$ cat config.mk
export PLATFORM = sky130hd
export DESIGN_NAME = axis_flow_meter_flat
export DESIGN_NICKNAME = d
export VERILOG_FILES = /design/src/rtl/axis_flow_meter_if.sv /design/src/rtl/axis_flow_meter.sv /design/src/flat_wrapper.sv
export SDC_FILE = /design/constraint.sdc
export NUM_CORES = 1
export LEC_CHECK = 0
export ABC_AREA = 1
export CORE_MARGIN = 4
export CORE_UTILIZATION = 53
export CTS_BUF_LIST = sky130_fd_sc_hd__clkbuf_8
export CTS_CLUSTER_SIZE = 12
export DETAILED_ROUTE_END_ITERATION = 16
export GPL_TIMING_DRIVEN = 0
export PLACE_DENSITY = 0.82
export SYNTH_ARGS = -nofsm -noshare
export SYNTH_HDL_FRONTEND = slang
export SYNTH_SLANG_ARGS = --single-unit
$ cat constraint.sdc
create_clock -name aclk -period 4.3 [get_ports aclk]
set_input_delay 0.86 -clock aclk [delete_from_list [all_inputs] [get_ports aclk]]
set_output_delay 0.86 -clock aclk [all_outputs]
set_load 0.02 [all_outputs]
$ cat src/rtl/axis_flow_meter_if.sv
// AXI-Stream bundle carrying data, last and an empty-byte count on the last beat.
interface axis_flow_meter_if #(
    parameter int C_DATA_WIDTH = 8,
    parameter int C_MTY_WIDTH  = 8
);
    logic                    tvalid;
    logic                    tready;
    logic [C_DATA_WIDTH-1:0] tdata;
    logic                    tlast;
    logic [C_MTY_WIDTH-1:0]  tuser_mty;

    modport master (output tvalid, tdata, tlast, tuser_mty, input  tready);
    modport slave  (input  tvalid, tdata, tlast, tuser_mty, output tready);
endinterface

$ cat src/rtl/axis_flow_meter.sv
// Pass-through AXI-Stream stage with a 2-entry skid buffer and a windowed
// packet/byte rate meter on the input side.
module axis_flow_meter #(
    parameter int C_DATA_WIDTH    = 8,
    parameter int C_MTY_WIDTH     = 8,
    parameter int C_CNT_WIDTH     = 32,
    parameter int C_WINDOW_CYCLES = 1024
) (
    input  logic                   aclk,
    input  logic                   areset,
    axis_flow_meter_if.slave       s_axis,
    axis_flow_meter_if.master      m_axis,
    output logic                   stat_valid,
    output logic [C_CNT_WIDTH-1:0] stat_pkt_cnt,
    output logic [C_CNT_WIDTH-1:0] stat_byte_cnt,
    output logic                   stat_in_pkt
);
    localparam int                     BYTES    = C_DATA_WIDTH / 8;
    localparam int                     WIN_W    = (C_WINDOW_CYCLES > 2) ? $clog2(C_WINDOW_CYCLES) : 1;
    localparam logic [WIN_W-1:0]       WIN_LAST = WIN_W'(C_WINDOW_CYCLES - 1);
    localparam logic [C_CNT_WIDTH-1:0] CNT_MAX  = '1;

    typedef struct packed {
        logic [C_DATA_WIDTH-1:0] data;
        logic                    last;
        logic [C_MTY_WIDTH-1:0]  mty;
    } beat_t;

    // ------------------------------------------------------------------
    // Skid buffer: out_q drives m_axis, skid_q catches the beat that lands
    // on the cycle the registered ready falls.
    // ------------------------------------------------------------------
    beat_t in_beat;
    beat_t out_q, out_d, skid_q, skid_d;
    logic  out_vld_q, out_vld_d, skid_vld_q, skid_vld_d;
    logic  rdy_q, rdy_d;
    logic  accept, drain;

    assign in_beat = '{data: s_axis.tdata, last: s_axis.tlast, mty: s_axis.tuser_mty};
    assign accept  = s_axis.tvalid & rdy_q;
    // Output register can take a new beat when empty or being consumed.
    assign drain   = ~out_vld_q | m_axis.tready;

    // Next-state of the two buffer slots; skid always feeds the output first to keep order.
    always_comb begin
        out_d      = out_q;
        out_vld_d  = out_vld_q;
        skid_d     = skid_q;
        skid_vld_d = skid_vld_q;
        if (drain) begin
            if (skid_vld_q) begin
                out_d      = skid_q;
                out_vld_d  = 1'b1;
                skid_vld_d = 1'b0;
                if (accept) begin
                    skid_d     = in_beat;
                    skid_vld_d = 1'b1;
                end
            end else if (accept) begin
                out_d     = in_beat;
                out_vld_d = 1'b1;
            end else begin
                out_vld_d = 1'b0;
            end
        end else if (accept) begin
            skid_d     = in_beat;
            skid_vld_d = 1'b1;
        end
        rdy_d = ~(out_vld_d & skid_vld_d);
    end

    // Buffer registers; ready is held low while in reset.
    always_ff @(posedge aclk) begin
        if (areset) begin
            out_q      <= '0;
            skid_q     <= '0;
            out_vld_q  <= 1'b0;
            skid_vld_q <= 1'b0;
            rdy_q      <= 1'b0;
        end else begin
            out_q      <= out_d;
            skid_q     <= skid_d;
            out_vld_q  <= out_vld_d;
            skid_vld_q <= skid_vld_d;
            rdy_q      <= rdy_d;
        end
    end

    assign s_axis.tready    = rdy_q;
    assign m_axis.tvalid    = out_vld_q;
    assign m_axis.tdata     = out_q.data;
    assign m_axis.tlast     = out_q.last;
    assign m_axis.tuser_mty = out_q.mty;

    // ------------------------------------------------------------------
    // Rate meter
    // ------------------------------------------------------------------
    logic [WIN_W-1:0]       win_q;
    logic [C_CNT_WIDTH-1:0] byte_acc_q, pkt_acc_q;
    logic [C_CNT_WIDTH-1:0] stat_byte_q, stat_pkt_q;
    logic                   stat_vld_q, in_pkt_q;
    logic [C_CNT_WIDTH-1:0] beat_bytes, beat_pkts;
    logic [C_CNT_WIDTH:0]   byte_sum, pkt_sum;
    logic [C_CNT_WIDTH-1:0] byte_next, pkt_next;
    logic [31:0]            mty_ext;
    logic                   win_close;

    assign mty_ext   = 32'(s_axis.tuser_mty);
    assign win_close = (win_q == WIN_LAST);

    // Byte/packet contribution of this cycle's accepted beat, folded into saturating sums.
    always_comb begin
        beat_bytes = '0;
        beat_pkts  = '0;
        if (accept) begin
            if (!s_axis.tlast) begin
                beat_bytes = C_CNT_WIDTH'(BYTES);
            end else begin
                beat_pkts = C_CNT_WIDTH'(1);
                if (mty_ext < 32'(BYTES)) beat_bytes = C_CNT_WIDTH'(32'(BYTES) - mty_ext);
            end
        end
        byte_sum  = {1'b0, byte_acc_q} + {1'b0, beat_bytes};
        pkt_sum   = {1'b0, pkt_acc_q} + {1'b0, beat_pkts};
        byte_next = byte_sum[C_CNT_WIDTH] ? CNT_MAX : byte_sum[C_CNT_WIDTH-1:0];
        pkt_next  = pkt_sum[C_CNT_WIDTH]  ? CNT_MAX : pkt_sum[C_CNT_WIDTH-1:0];
    end

    // Window counter, accumulators and published totals; the closing cycle's beat stays in the closing window.
    always_ff @(posedge aclk) begin
        if (areset) begin
            win_q       <= '0;
            byte_acc_q  <= '0;
            pkt_acc_q   <= '0;
            stat_byte_q <= '0;
            stat_pkt_q  <= '0;
            stat_vld_q  <= 1'b0;
            in_pkt_q    <= 1'b0;
        end else begin
            win_q      <= win_close ? '0 : win_q + WIN_W'(1);
            stat_vld_q <= win_close;
            if (win_close) begin
                stat_byte_q <= byte_next;
                stat_pkt_q  <= pkt_next;
                byte_acc_q  <= '0;
                pkt_acc_q   <= '0;
            end else begin
                byte_acc_q <= byte_next;
                pkt_acc_q  <= pkt_next;
            end
            if (accept) in_pkt_q <= ~s_axis.tlast;
        end
    end

    assign stat_valid    = stat_vld_q;
    assign stat_pkt_cnt  = stat_pkt_q;
    assign stat_byte_cnt = stat_byte_q;
    assign stat_in_pkt   = in_pkt_q;
endmodule

$ cat src/flat_wrapper.sv
// flat-port wrapper written by rule: the top's interface ports become plain ports
module axis_flow_meter_flat 
#(
    parameter int C_DATA_WIDTH    = 8,
    parameter int C_MTY_WIDTH     = 8,
    parameter int C_CNT_WIDTH     = 32,
    parameter int C_WINDOW_CYCLES = 1024
)
  (aclk, areset, stat_valid, stat_pkt_cnt, stat_byte_cnt, stat_in_pkt, s_axis_tvalid, s_axis_tdata, s_axis_tlast, s_axis_tuser_mty, s_axis_tready, m_axis_tvalid, m_axis_tdata, m_axis_tlast, m_axis_tuser_mty, m_axis_tready);
  axis_flow_meter_if #(.C_DATA_WIDTH(C_DATA_WIDTH), .C_MTY_WIDTH(C_MTY_WIDTH)) s_axis_i ();
  axis_flow_meter_if #(.C_DATA_WIDTH(C_DATA_WIDTH), .C_MTY_WIDTH(C_MTY_WIDTH)) m_axis_i ();
  input  logic aclk;
  input  logic areset;
  output logic stat_valid;
  output logic [C_CNT_WIDTH-1:0] stat_pkt_cnt;
  output logic [C_CNT_WIDTH-1:0] stat_byte_cnt;
  output logic stat_in_pkt;
  input wire logic [$bits(s_axis_i.tvalid)-1:0] s_axis_tvalid;
  input wire logic [$bits(s_axis_i.tdata)-1:0] s_axis_tdata;
  input wire logic [$bits(s_axis_i.tlast)-1:0] s_axis_tlast;
  input wire logic [$bits(s_axis_i.tuser_mty)-1:0] s_axis_tuser_mty;
  output wire logic [$bits(s_axis_i.tready)-1:0] s_axis_tready;
  output wire logic [$bits(m_axis_i.tvalid)-1:0] m_axis_tvalid;
  output wire logic [$bits(m_axis_i.tdata)-1:0] m_axis_tdata;
  output wire logic [$bits(m_axis_i.tlast)-1:0] m_axis_tlast;
  output wire logic [$bits(m_axis_i.tuser_mty)-1:0] m_axis_tuser_mty;
  input wire logic [$bits(m_axis_i.tready)-1:0] m_axis_tready;
  assign s_axis_i.tvalid = s_axis_tvalid;
  assign s_axis_i.tdata = s_axis_tdata;
  assign s_axis_i.tlast = s_axis_tlast;
  assign s_axis_i.tuser_mty = s_axis_tuser_mty;
  assign s_axis_tready = s_axis_i.tready;
  assign m_axis_tvalid = m_axis_i.tvalid;
  assign m_axis_tdata = m_axis_i.tdata;
  assign m_axis_tlast = m_axis_i.tlast;
  assign m_axis_tuser_mty = m_axis_i.tuser_mty;
  assign m_axis_i.tready = m_axis_tready;
  axis_flow_meter #(.C_DATA_WIDTH(C_DATA_WIDTH), .C_MTY_WIDTH(C_MTY_WIDTH), .C_CNT_WIDTH(C_CNT_WIDTH), .C_WINDOW_CYCLES(C_WINDOW_CYCLES)) u_core (.aclk(aclk), .areset(areset), .s_axis(s_axis_i), .m_axis(m_axis_i), .stat_valid(stat_valid), .stat_pkt_cnt(stat_pkt_cnt), .stat_byte_cnt(stat_byte_cnt), .stat_in_pkt(stat_in_pkt));
endmodule
---- Word level (Yosys, flattened, before mapping) ----
Index checks and enable logic that the tools add are counted.
cells by class
  add/sub/neg operators ................... 4
  order comparisons ....................... 1
  equality and inequality tests ........... 2
  muxes and demuxes ....................... 18
  bitwise operators ....................... 6
  reductions and logical operators ........ 3
operator list
  cell                                                                           count
  32-bit 2-to-1 mux                                                              6
  17-bit 2-to-1 mux                                                              5
  32-bit by 32-bit adder with 33-bit output                                      2
  10-bit by 1-bit adder with 10-bit output (second input constant)               1
  10-bit equality test (second input constant)                                   1
  1-bit by 8-bit subtractor with 9-bit output (first input constant)             1
  8-bit by 1-bit less-than comparator with 1-bit output (second input constant)  1
  1-bit 2-to-1 mux                                                               7
  1-bit NOT                                                                      3
  1-bit AND                                                                      2
  2-bit by 1-bit inequality test with 1-bit output (second input constant)       1
  2-bit AND reduction                                                            1
  2-bit nonzero test                                                             1
  2-bit OR reduction                                                             1
  1-bit OR                                                                       1
word-level totals
  register bits after elaboration ......... 177
  input bits .............................. 21
  output and inout bits ................... 85
  word-level logic and storage cells ...... 50

---- Logic depth before layout (Yosys ltp) ----
Gate-level depths: netlist (run 1).
  depth in word-level cells ............... 6
  mapped depth ............................ 21
  mapped depth without buffers ............ 21

---- Worst setup path before layout (run 1) ----
No wires, ideal clock.
  path type ............................... input to register
  start ................................... input s_axis_tuser_mty[1]
  end ..................................... register u_core.byte_acc_q[19]
  setup time .............................. 115 ps
  data arrival time ....................... 4260 ps
  required time ........................... 4185 ps
  path slack .............................. -75 ps
  stages .................................. 17
  path buffers ............................ 1
  cells stage by stage .................... inv_1 ha_1 nand4_1 nor4_1 nand2_1 a41oi_1 ha_1 nand2_1 inv_1 a21oi_1 nor2_1 nor2_1 nand2_1 a21oi_1 buf_2 nand3_1 and2_1
on the way
  cells in the longest elaborated chain, start to end .. 6
  elaborated cells between the ends (all ways) .. 7
  those cells by class .................... add/sub: 2; order compare: 1; mux: 4
ends and longest elaborated chain
  element                                                                                                               line                    source
  from (decl)                                                                                                           flat_wrapper.sv:21      input wire logic [$bits(s_axis_i.tuser_mty)-1:0] s_axis_tuser_mty;
  1-bit by 8-bit subtractor with 9-bit output or 8-bit by 1-bit less-than comparator with 1-bit output (tied branches)  axis_flow_meter.sv:120  if (mty_ext < 32'(BYTES)) beat_bytes = C_CNT_WIDTH'(32'(BYTES) - mty_ext);
  32-bit 2-to-1 mux *                                                                                                   axis_flow_meter.sv:120
  32-bit 2-to-1 mux *                                                                                                   axis_flow_meter.sv:116  if (!s_axis.tlast) begin
  32-bit 2-to-1 mux *                                                                                                   axis_flow_meter.sv:115  if (accept) begin
  32-bit by 32-bit adder with 33-bit output *                                                                           axis_flow_meter.sv:123  byte_sum = {1'b0, byte_acc_q} + {1'b0, beat_bytes};
  32-bit 2-to-1 mux *                                                                                                   axis_flow_meter.sv:125  byte_next = byte_sum[C_CNT_WIDTH] ? CNT_MAX : byte_sum[C_CNT_WIDTH-1:0];
  to (signal assigned)                                                                                                  axis_flow_meter.sv:148  byte_acc_q <= byte_next;
  to (decl)                                                                                                             axis_flow_meter.sv:99   logic [C_CNT_WIDTH-1:0] byte_acc_q, pkt_acc_q;
Mark *: on every way between the ends. The rest lies on a longest branch, timed or not.
A chain may end at the register's enable or synchronous reset.

---- Final worst setup path (run 1) ----
  start ................................... input s_axis_tuser_mty[5]
  end ..................................... register u_core.stat_byte_q[21], in the netlist u_core.stat_byte_cnt[21]
on the way
  cells in the longest elaborated chain, start to end .. 6
  elaborated cells between the ends (all ways) .. 7
  those cells by class .................... add/sub: 2; order compare: 1; mux: 4
ends and longest elaborated chain
  element                                                                                                               line                    source
  1-bit by 8-bit subtractor with 9-bit output or 8-bit by 1-bit less-than comparator with 1-bit output (tied branches)  axis_flow_meter.sv:120
  32-bit 2-to-1 mux *                                                                                                   axis_flow_meter.sv:120
  32-bit 2-to-1 mux *                                                                                                   axis_flow_meter.sv:116
  32-bit 2-to-1 mux *                                                                                                   axis_flow_meter.sv:115
  32-bit by 32-bit adder with 33-bit output *                                                                           axis_flow_meter.sv:123
  32-bit 2-to-1 mux *                                                                                                   axis_flow_meter.sv:125
  to (signal assigned)                                                                                                  axis_flow_meter.sv:143  stat_byte_q <= byte_next;
  to (decl)                                                                                                             axis_flow_meter.sv:100  logic [C_CNT_WIDTH-1:0] stat_byte_q, stat_pkt_q;
Marked as above.

==> results.md, run 1 <==
- Final setup viols: 0
- Max FO, Critical Path: 10
- First-pass GRT wire length: a little over 40 mm
- Synth area leaders: dfxtp_1 (38%), nand2_1 (22%), inv_1 (8.3%)
- Sw Ratio: 27.1%
- Synth warnings: 0
- Power Density: approximately 270 mW/mm^2
- Crit path capture type: flip-flop
- CTS max path bufs: 2
- Layout Area Growth over Synthesis: 19.8%
- FF-to-FF setup slack: between 0.8 and 0.9 ns
- Final ANT Viol Nets: 0
- DRT Pass-1 Iters: 6
- Critical path's most frequent cell: nand2_1
- Clk slew on worst S/H paths: roughly 0.09 ns
- Hold slack: roughly 0.45 ns
- Share of layout cells above drive strength 1: around 5.3%
- Hpwl dp: approximately 19 mm
- I/O Buffers: around 110
- Largest net degree at the start of global routing: 18
- DRT Wirelength: approximately 25 mm
- Leakage: about 5.6 nW
- Tot Pwr: roughly 3 mW
- DRC Markers: 0
- Synth top area share: a little under two fifths
- Placeable Area: approximately 0.017 sq mm
- Layout Cells excl Fill: between 1500 and 2000
- Post-synth cell types: 43
- Diode count: 0
- Syn Inst Count: ~1400
- Die area: 0.0199 sq mm
- Initial DRC count: 668
- HP Class: reg -> reg
- Max_cap viols: 0
- Vias in the first global route: between 8000 and 9000
- Final Net Count: roughly 1600
- WP data arrival: 4.43 ns
- Seq/Total Area, Yosys: between 30% and 40%
- R2R Path Start: u_core.s_axis.tready
- CP cell instances: clkdlybuf4s50_1 > inv_1 > nand4_1 > nor4_4 > nand2_2 > a41oi_4 > buf_12 > ha_1 > nand2_1 > inv_1 > a21oi_1 > nor2_1 > nor2_1 > nand2_1 > a21oi_2 > clkbuf_4 > nand3_1 > nand2_1 > nand2_1
- Sequential share of power: roughly 56%
- CTS tree: built
- Status: completed
- Setup CP Type: in -> reg
- I/O pin total: 106
- Initial antenna violation count: 0
- Top_reg_cell synth: dfxtp_1
- Worst Tran Pin Value: 0.673 ns
- Startpoint types: input pin
- Combinational share of power: ~7.1%
- Unrepaired setup endpoints after global routing: false
- Worst EP required: roughly 4.7 ns
- Worst-Skew Late Latency: around 0.48 ns
- Psw: between 0.8 and 0.9 mW
- Die H: 141 microns
- Tcrit/Tclk final: a little over nine tenths
- Clock skew: about 0.024 ns
- Avg Inst Size Synth: approximately 6.5 sq um
- CP max stage cell: clkdlybuf4s50_1
- Async set or reset register ratio after synthesis: 0%
- GP Congestion: around 0.95
- Via count: roughly 9000
- All-Layer GR Usage: 25.1%
- Max_slew headroom: 55.2%
- Mapped Area: ~0.0094 sq mm
- Die width: between 100 and 150 microns
- Crit-path max cell delay: 0.43 ns
- Final Slew Violations: 0
- Initial Util: around 54%
- Post-synth EDFFs: 0
- Clock period minus worst slack: 4.07 ns
- Post-CTS Hold Fix Bufs: 0
- Setup TNS: 0 ns
- # H-tree levels: 4
- Root buf cell: clkbuf_8
- Final hold vios: 0
- Min-delay src: u_core.stat_byte_cnt[7]
- Critical Path Source: s_axis_tuser_mty[5]
- Final Core Density: between 60% and 70%
- Cell Int Power: between 2 and 2.5 mW
- Clk sinks: approximately 180
- Max rail drop VDD: 0.208 mV
- Achievable Freq: 245 MHz
- FF+latch count, synth: between 150 and 200
- CTS Buf Count: 17
- Gr ovfl total: 0
- Clock Power Share: 36.8%
- Yosys top cell by area: dfxtp_1
- Placed cells: around 1800
- Std cell rows: 48
- Routed vias/inst: roughly 5
- Routed wire length per instance: ~14 microns
-- registers in the layout, indices dropped and copies added (netlist names) --
name,flops
u_core.byte_acc_q,32
u_core.pkt_acc_q,32
u_core.stat_byte_cnt,32
u_core.stat_pkt_cnt,32
u_core.skid_q,17
u_core.win_q,10
u_core.m_axis.tdata,8
u_core.m_axis.tuser_mty,8
u_core.m_axis.tlast,1
u_core.m_axis.tvalid,1
u_core.s_axis.tready,1
u_core.skid_vld_q,1
u_core.stat_in_pkt,1
u_core.stat_valid,1
-- cell usage in the layout (no fill, tap or decap), types with 11 or more instances in the layout --
master / instances
o21ai_0: 52
clkdlybuf4s50_1: 105
xor2_1: 11
clkbuf_8: 18
nor3_1: 22
a21oi_1: 44
ha_1: 36
clkbuf_1: 24
nor2_1: 97
dfxtp_1: 177
nand3_1: 67
nand2_1: 559
xnor2_1: 23
a21oi_2: 11
a31oi_1: 20
and2_1: 11
nand4_1: 17
inv_1: 208
-- Yosys cell counts, types with 3 or more instances --
cell,number
nor2_4,3
nor3_1,23
xor2_1,11
nor2_1,97
xnor2_1,23
and2_1,11
dfxtp_1,177
or2_2,4
ha_1,36
nand4_1,17
nand3_1,67
a21oi_1,45
o21ai_0,52
clkbuf_1,24
and3_1,3
nand2_1,560
a21oi_2,10
nand3b_1,6
inv_1,208
inv_2,3
buf_2,8
a31oi_1,20
-- power by group through the flow --
stage          Combinational, mW  Clock (mW)  Sequential, mW
6_report                   0.214        1.10            1.68
5_1_grt                    0.235        1.19            1.68
3_5_place_dp               0.207           0            1.72
4_1_cts                    0.211        1.12            1.68
3_3_place_gp               0.202           0            1.72
2_1_floorplan              0.105           0            1.73
-- path summary, 6_finish.rpt --
| path | cells after the start | to |
|---|---|---|
| max | 19 | u_core.stat_byte_cnt[21] |
| min | 2 | u_core.stat_byte_cnt[7] |
| max reg2reg | 17 | u_core.stat_byte_cnt[21] |
| min reg2reg | 2 | u_core.stat_byte_cnt[7] |
-- layout make-up --
type / count / area, sq um
fillers: 1600 / 6050
multi-input cells: 1013 / 4950
flip-flops and latches: 177 / 3540
repair buffers: 110 / 1130
inverters: 212 / 796
well taps: 225 / 282
clock buffers: 18 / 248
plain buffers: 38 / 183
clock inverters: 14 / 119
-- per-layer routing --
layer,wire (microns),GRT usage [%]
met1,11900,35.8
met2,10600,38.8
met3,1830,5.02
met4,420,6.53
met5,0,0
-- what timing repair did --
| action | in CTS | in global routing |
|---|---|---|
| resized for setup | 3 | 9 |
| setup buffers | 4 | 1 |
| pin swaps | 0 | 0 |
| setup endpoints to repair | 64 | 60 |
| cloned | 1 | 0 |
-- through the flow --
stage | instance area (sq um) | setup slack [ns]
after floorplan | 9400 | 0.394
after CTS | 11200 | 0.0155
final | 11200 | 0.226
after global placement | 10700 | -1.22
after detailed placement | 10700 | -1.20
after global routing | 11200 | 0.00408
-- critical path: cells and delay by family --
family | cells | cell delay, ns
and+or+nand+nor | 10 | 1.44
buffers and inverters | 5 | 1.18
adders and majority gates | 1 | 0.29
AOI/OAI and AO/OA | 3 | 0.63
-- kinds of logic (layout without fill, tap and decap cells) --
kind of cell,Yosys count,in the layout,share of synthesized area [%]
and+or+nand+nor,804,804,35.7
buffers and inverters,250,392,10.4
DFF,177,177,37.8
AOI/OAI and AO/OA,134,135,7.98
adders and majority gates,37,37,5.02
xor gates and xnor gates,34,34,3.17
other,1,3,0.0400
No activity file was read; power rests on OpenSTA's default activity.
==> run 2: changes to the inputs <==
PLACE_DENSITY = 0.79   (was 0.82)
SETUP_SLACK_MARGIN = 0.15   (was default)
==> run 2 against run 1 <==
Net effect: global-route usage is the same; clock skew is 0.015 ns lower; combinational power hardly changed; final cell count about the same; total power grew 6.7%; count of clock-buffer cells in the layout unchanged; fmax is 0.10% lower; critical path type unchanged; highest routed layer unchanged.
==> results.md, run 2 (synthesis results as in run 1) <==
- Std cell rows: 48
- Die H: roughly 140 microns
- Post-CTS Hold Fix Bufs: 0
- I/O Buffers: approximately 110
- Unrepaired setup endpoints after global routing: false
- CTS tree: built
- Diode count: 0
- Final setup viols: 0
- Finished Cell Area: between 0.01 and 0.015 sq mm
- Max_cap viols: 0
- GP Congestion: around 0.94
- Placement Setup Slack: -1.21 ns
- Achievable Freq: approximately 250 MHz
- Worst Tran Pin Value: roughly 0.65 ns
- First-pass GRT wire length: about 41 mm
- Hold path depth: 2
- Final hold vios: 0
- Hold slack: between 0.4 and 0.5 ns
- R2R cell count: 20
- Placeable Area: 0.0173 sq mm
- Crit-path max cell delay: 0.50 ns
- CTS max path bufs: 2
- All-Layer GR Usage: 25.1%
- Final Net Count: approximately 1600
- Routed wire length per instance: between 10 and 15 microns
- Via count: about 9000
- Die width: 141 microns
- CP max stage cell: clkdlybuf4s50_1
- Max_slew headroom: a little under three fifths
- Initial antenna violation count: 0
- CTS Buf Count: 17
- HP Class: reg -> reg
- Clock period minus worst slack: 4.08 ns
- Hpwl dp: about 19 mm
- Clk sinks: 177
- Final Slew Violations: 0
- Post-DP Area: 0.0107 sq mm
- DRC Markers: 0
- Layout Cells excl Fill: ~1800
- Largest net degree at the start of global routing: 17
- Final worst slack: between 0.2 and 0.25 ns
- Worst EP required: 4.68 ns
- DRT Pass-1 Iters: 5
- Placed cells: between 1500 and 2000
- Status: completed
- Initial DRC count: around 640
- Worst-Skew Late Latency: between 0.4 and 0.5 ns
- DRT Wirelength: about 25 mm
- Critical path's most frequent cell: nand2_1
- FILL cells: 1597
- Initial Util: a little over half
- Final ANT Viol Nets: 0
- Clk slew on worst S/H paths: 0.10 ns
- Clock skew: about 0.0082 ns
- Vias in the first global route: between 8000 and 9000
- Crit path capture type: flip-flop
- Routed vias/inst: 5.05
- Gr ovfl total: 0
- Commonest non-fill, non-tap cell in the layout: nand2_1
- Share of layout cells above drive strength 1: under 10%
- Setup CP Type: in -> reg
- Leakage: around 5.6 nW
- Die area: around 0.02 sq mm
- Max FO, Critical Path: 10
- Startpoint types: input pin
- Most frequent cells in the layout: nand2_1 (559), inv_1 (206), dfxtp_1 (177), clkdlybuf4s50_1 (105), nor2_1 (97)
- Max rail drop VDD: 0.206 mV
- CP cell instances: clkdlybuf4s50_1 > inv_1 > ha_1 > nand4_1 > nor4_4 > nand2_2 > buf_4 > a41oi_4 > buf_12 > ha_1 > nand2_1 > nand2_1 > nand2_1 > nand2_1 > inv_1 > nand2_1 > inv_1 > nand2_1 > a21oi_4 > buf_4 > nand3_1 > nand2_1 > nand2_1
- WP data arrival: approximately 4.5 ns
- Layout Area Growth over Synthesis: 20.8%
- I/O pin total: 106
- # H-tree levels: 4
- Setup TNS: 0 ns
- Tcrit/Tclk final: 94.8%
- Power Density: roughly 280 mW/mm^2
- Root buf cell: clkbuf_8
[run 2: cell count changes in the layout (fill, tap and decap cells not counted), sizes merged]
cell | before | now
buf | 17 | 19
clkbuf | 44 | 42
bufinv | 0 | 4
inv | 220 | 215
[run 2: cell type report]
| class | count | area (sq um) | share of cell area, % |
|---|---|---|---|
| multi-input combinational | 1013 | 4960 | 43.8 |
| sequential | 177 | 3540 | 31.3 |
| timing repair buffer | 110 | 1110 | 9.83 |
| inverter | 212 | 796 | 7.02 |
| tap | 225 | 282 | 2.48 |
| clock buffer | 18 | 248 | 2.19 |
| clock inverter | 13 | 200 | 1.77 |
| buffer | 38 | 186 | 1.65 |
[run 2: worst max-delay path, delay by kind of cell]
family	cells	cell delay [ns]
compound gates	2	0.41
buf+inv	7	1.33
fa+ha+maj	2	0.44
simple gates	12	1.40
[run 2: path summary, 6_finish.rpt]
check,startpoint,to,slack [ns]
min reg2reg,u_core.stat_byte_cnt[0],u_core.stat_byte_cnt[0],0.45
max reg2reg,u_core.s_axis.tready,u_core.stat_byte_cnt[17],0.99
max,s_axis_tuser_mty[1],u_core.stat_byte_cnt[17],0.22
min,u_core.stat_byte_cnt[0],u_core.stat_byte_cnt[0],0.45
[run 2: metal layers]
layer	wire length, microns	vias up	GRT usage [%]	part of all wire (%)
met4	504	0	7.50	2.0
li1	-	4719	-	-
met5	0	-	0	0
met3	1790	46	4.99	7.2
met1	11700	4010	35.2	47
met2	10700	339	39.0	43
[run 2: through the flow]
stage          util, %  total power [mW]
5_1_grt           65.5              3.30
3_3_place_gp      62.0              1.92
6_report          65.5              3.20
3_5_place_dp      62.0              1.92
2_1_floorplan        -              1.84
4_1_cts           65.2              3.21
[run 2: power breakdown]
group          switching [mW]  total [mW]  internal (mW)
logic                   0.129       0.212         0.0823
registers              0.0127        1.68           1.67
clock network           0.649        1.31          0.657
[run 2: what timing repair did]
item	4_1_cts	5_1_grt
setup buffers	3	2
gates cloned	1	0
resized for setup	5	13
endpoints found under the setup margin	64	60
==> run 3: changes to the inputs <==
REMOVE_ABC_BUFFERS = 1   (was default)
==> run 3 against run 2 <==
Net effect: clock power down 11%; worst setup slack better by 0.040 ns; global-route usage down 2.6 points; final area down 0.49%; via count down 2.6%; first-iteration DRC count down 11%; clock skew up 0.0065 ns; combinational power down 4%; critical path depth down 2; largest cell class unchanged.
==> results.md, run 3 (synthesis results as in run 1) <==
- Status: completed
- Finished Cell Area: approximately 0.011 sq mm
- CP cell instances: clkdlybuf4s50_1 > inv_1 > ha_1 > nand4_1 > nor4_4 > nand2_2 > a41oi_4 > clkbuf_16 > ha_2 > nand2_2 > inv_1 > a21oi_2 > nor2_1 > nor2_2 > nand2_1 > a21oi_4 > buf_4 > buf_4 > nand3_2 > nand2_1 > nand2_1
- Cell Int Power: roughly 2.3 mW
- All-Layer GR Usage: between 20 and 25%
- Achievable Freq: between 200 and 250 MHz
- Initial DRC count: 573
- FILL cells: about 1600
- Routed vias/inst: 4.99
- Largest net degree at the start of global routing: between 70 and 80
- Critical Path Source: s_axis_tuser_mty[2]
- GRT busiest layer: met2
- Final setup viols: 0
- Final ANT Viol Nets: 0
- Die area: a little under 0.02 sq mm
- Max FO, Critical Path: 8
- CP max stage cell: clkdlybuf4s50_1
- Initial Util: a little over half
- CTS Buf Count: 17
- Vias in the first global route: slightly below 8000
- Placeable Area: 0.0173 sq mm
- R2R Path Start: u_core.s_axis.tready
- WP data arrival: approximately 4.4 ns
- Clock Power Share: 38.4%
- Final Net Count: 1597
- Max rail drop VDD: between 0.2 and 0.25 mV
- Critical path's most frequent cell: nand2_1
- Most frequent cells in the layout: nand2_1 (554), inv_1 (209), dfxtp_1 (177), clkdlybuf4s50_1 (104), nor2_1 (96)
- Startpoint types: input pin
- Hold slack: about 0.45 ns
- I/O pin total: 106
- Worst EP required: about 4.7 ns
- Psw: 0.761 mW
- Setup CP Type: in -> reg
- Setup TNS: 0 ns
- Clk slew on worst S/H paths: 0.10 ns
- Met1 usage in global routing: 31.4%
- Worst-Skew Late Latency: between 0.4 and 0.5 ns
- Final hold vios: 0
- Clk sinks: around 180
- Worst Tran Pin Value: between 0.9 and 1 ns
- DRT Pass-1 Iters: 6
- DRT Wirelength: 22.9 mm
- Tcrit/Tclk final: a little over nine tenths
- Clock skew: around 0.015 ns
- Routed wire length per instance: about 13 microns
- Leakage: 5.62 nW
- # H-tree levels: 4
- Std cell rows: 48
- Share of layout cells above drive strength 1: 6.12%
- Die H: ~140 microns
- I/O Buffers: ~110
- Crit-path max cell delay: 0.46 ns
- Gr ovfl total: 0
- Initial antenna violation count: 0
- GP Congestion: around 0.95
- M2 GR Usage: ~36%
- Clock period minus worst slack: 4.04 ns
- Sequential share of power: between 50 and 60%
- DRC Markers: 0
- Crit path capture type: flip-flop
- Unrepaired setup endpoints after global routing: false
- Max_slew headroom: between 30% and 40%
- Critical path's top delay family: simple AND/OR/NAND/NOR gates
- GR Layer Usage met3: between 4 and 5%
- Root buf cell: clkbuf_8
- Commonest non-fill, non-tap cell in the layout: nand2_1
- Via count: just under 9000
- Placement Setup Slack: -1.09 ns
- Die width: between 100 and 150 microns
- WP buf/inv: 6
- First-pass GRT wire length: ~37 mm
- Diode count: 0
- CTS max path bufs: 2
- Layout Area Growth over Synthesis: 20.2%
- CTS tree: built
- Min-delay src: u_core.win_q[0]
- Hpwl dp: around 16 mm
- HP Class: reg -> reg
- Final Slew Violations: 0
- Post-DP Area: 0.0107 sq mm
- Combinational share of power: around 6.6%
- Power Density: roughly 270 mW/mm^2
- Tot Pwr: about 3.1 mW
- Max_cap viols: 0
- Sw Ratio: about 25%
- Final worst slack: between 0.2 and 0.3 ns
## run 3: power groups by stage
stage | Clock, mW | Combinational (mW) | Sequential, mW
2_1_floorplan | 0 | 0.0981 | 1.73
3_3_place_gp | 0 | 0.190 | 1.72
3_5_place_dp | 0 | 0.197 | 1.72
4_1_cts | 1.20 | 0.200 | 1.68
5_1_grt | 1.27 | 0.223 | 1.68
6_report | 1.17 | 0.203 | 1.68
## run 3: layout make-up
class	instances	area, sq um	share of cell area [%]
inverters	212	798	7.08
clock buffers	19	262	2.32
repair buffers	119	1250	11.1
well taps	225	282	2.50
multi-input cells	1012	5000	44.4
clock inverters	13	136	1.21
flip-flops and latches	177	3540	31.4
## run 3: final timing paths
kind | to | slack (ns) | cells after the start
max | u_core.stat_byte_cnt[21] | 0.26 | 21
min | u_core.win_q[0] | 0.45 | 1
max reg2reg | u_core.stat_byte_cnt[21] | 1.09 | 18
min reg2reg | u_core.win_q[0] | 0.45 | 1
## run 3: metal layers
layer | routed length, microns | up-vias
met1 | 10900 | 3940
met5 | 0 | -
met4 | 348 | 0
met3 | 1550 | 34
li1 | - | 4641
met2 | 10200 | 260
## run 3: worst register-to-register path, cell delays in order (launching register included)
cell       delay [ns]
dfxtp_1          0.36
nand2_1          0.12
nor2_1           0.26
nand2_2          0.14
a41oi_4          0.32
clkbuf_16        0.23
ha_2             0.32
nand2_2          0.11
inv_1            0.05
a21oi_2          0.17
nor2_1           0.07
nor2_2           0.13
nand2_1          0.11
a21oi_4          0.23
buf_4            0.17
buf_4            0.11
nand3_2          0.09
nand2_1          0.10
nand2_1          0.05
## run 3: metrics by stage
stage / util, % / cells
final: 65.2 / 1777
after global routing: 65.2 / 1777
after CTS: 64.4 / 1771
after detailed placement: 61.7 / 1735
after global placement: 61.0 / 1731
after floorplan: - / 1401
## run 3: timing repair
item	in CTS	in global routing
hold buffers	0	0
endpoints found under the setup margin	64	60
setup buffers	4	5
pin swaps	1	6
gates cloned	0	1
resized for setup	2	24
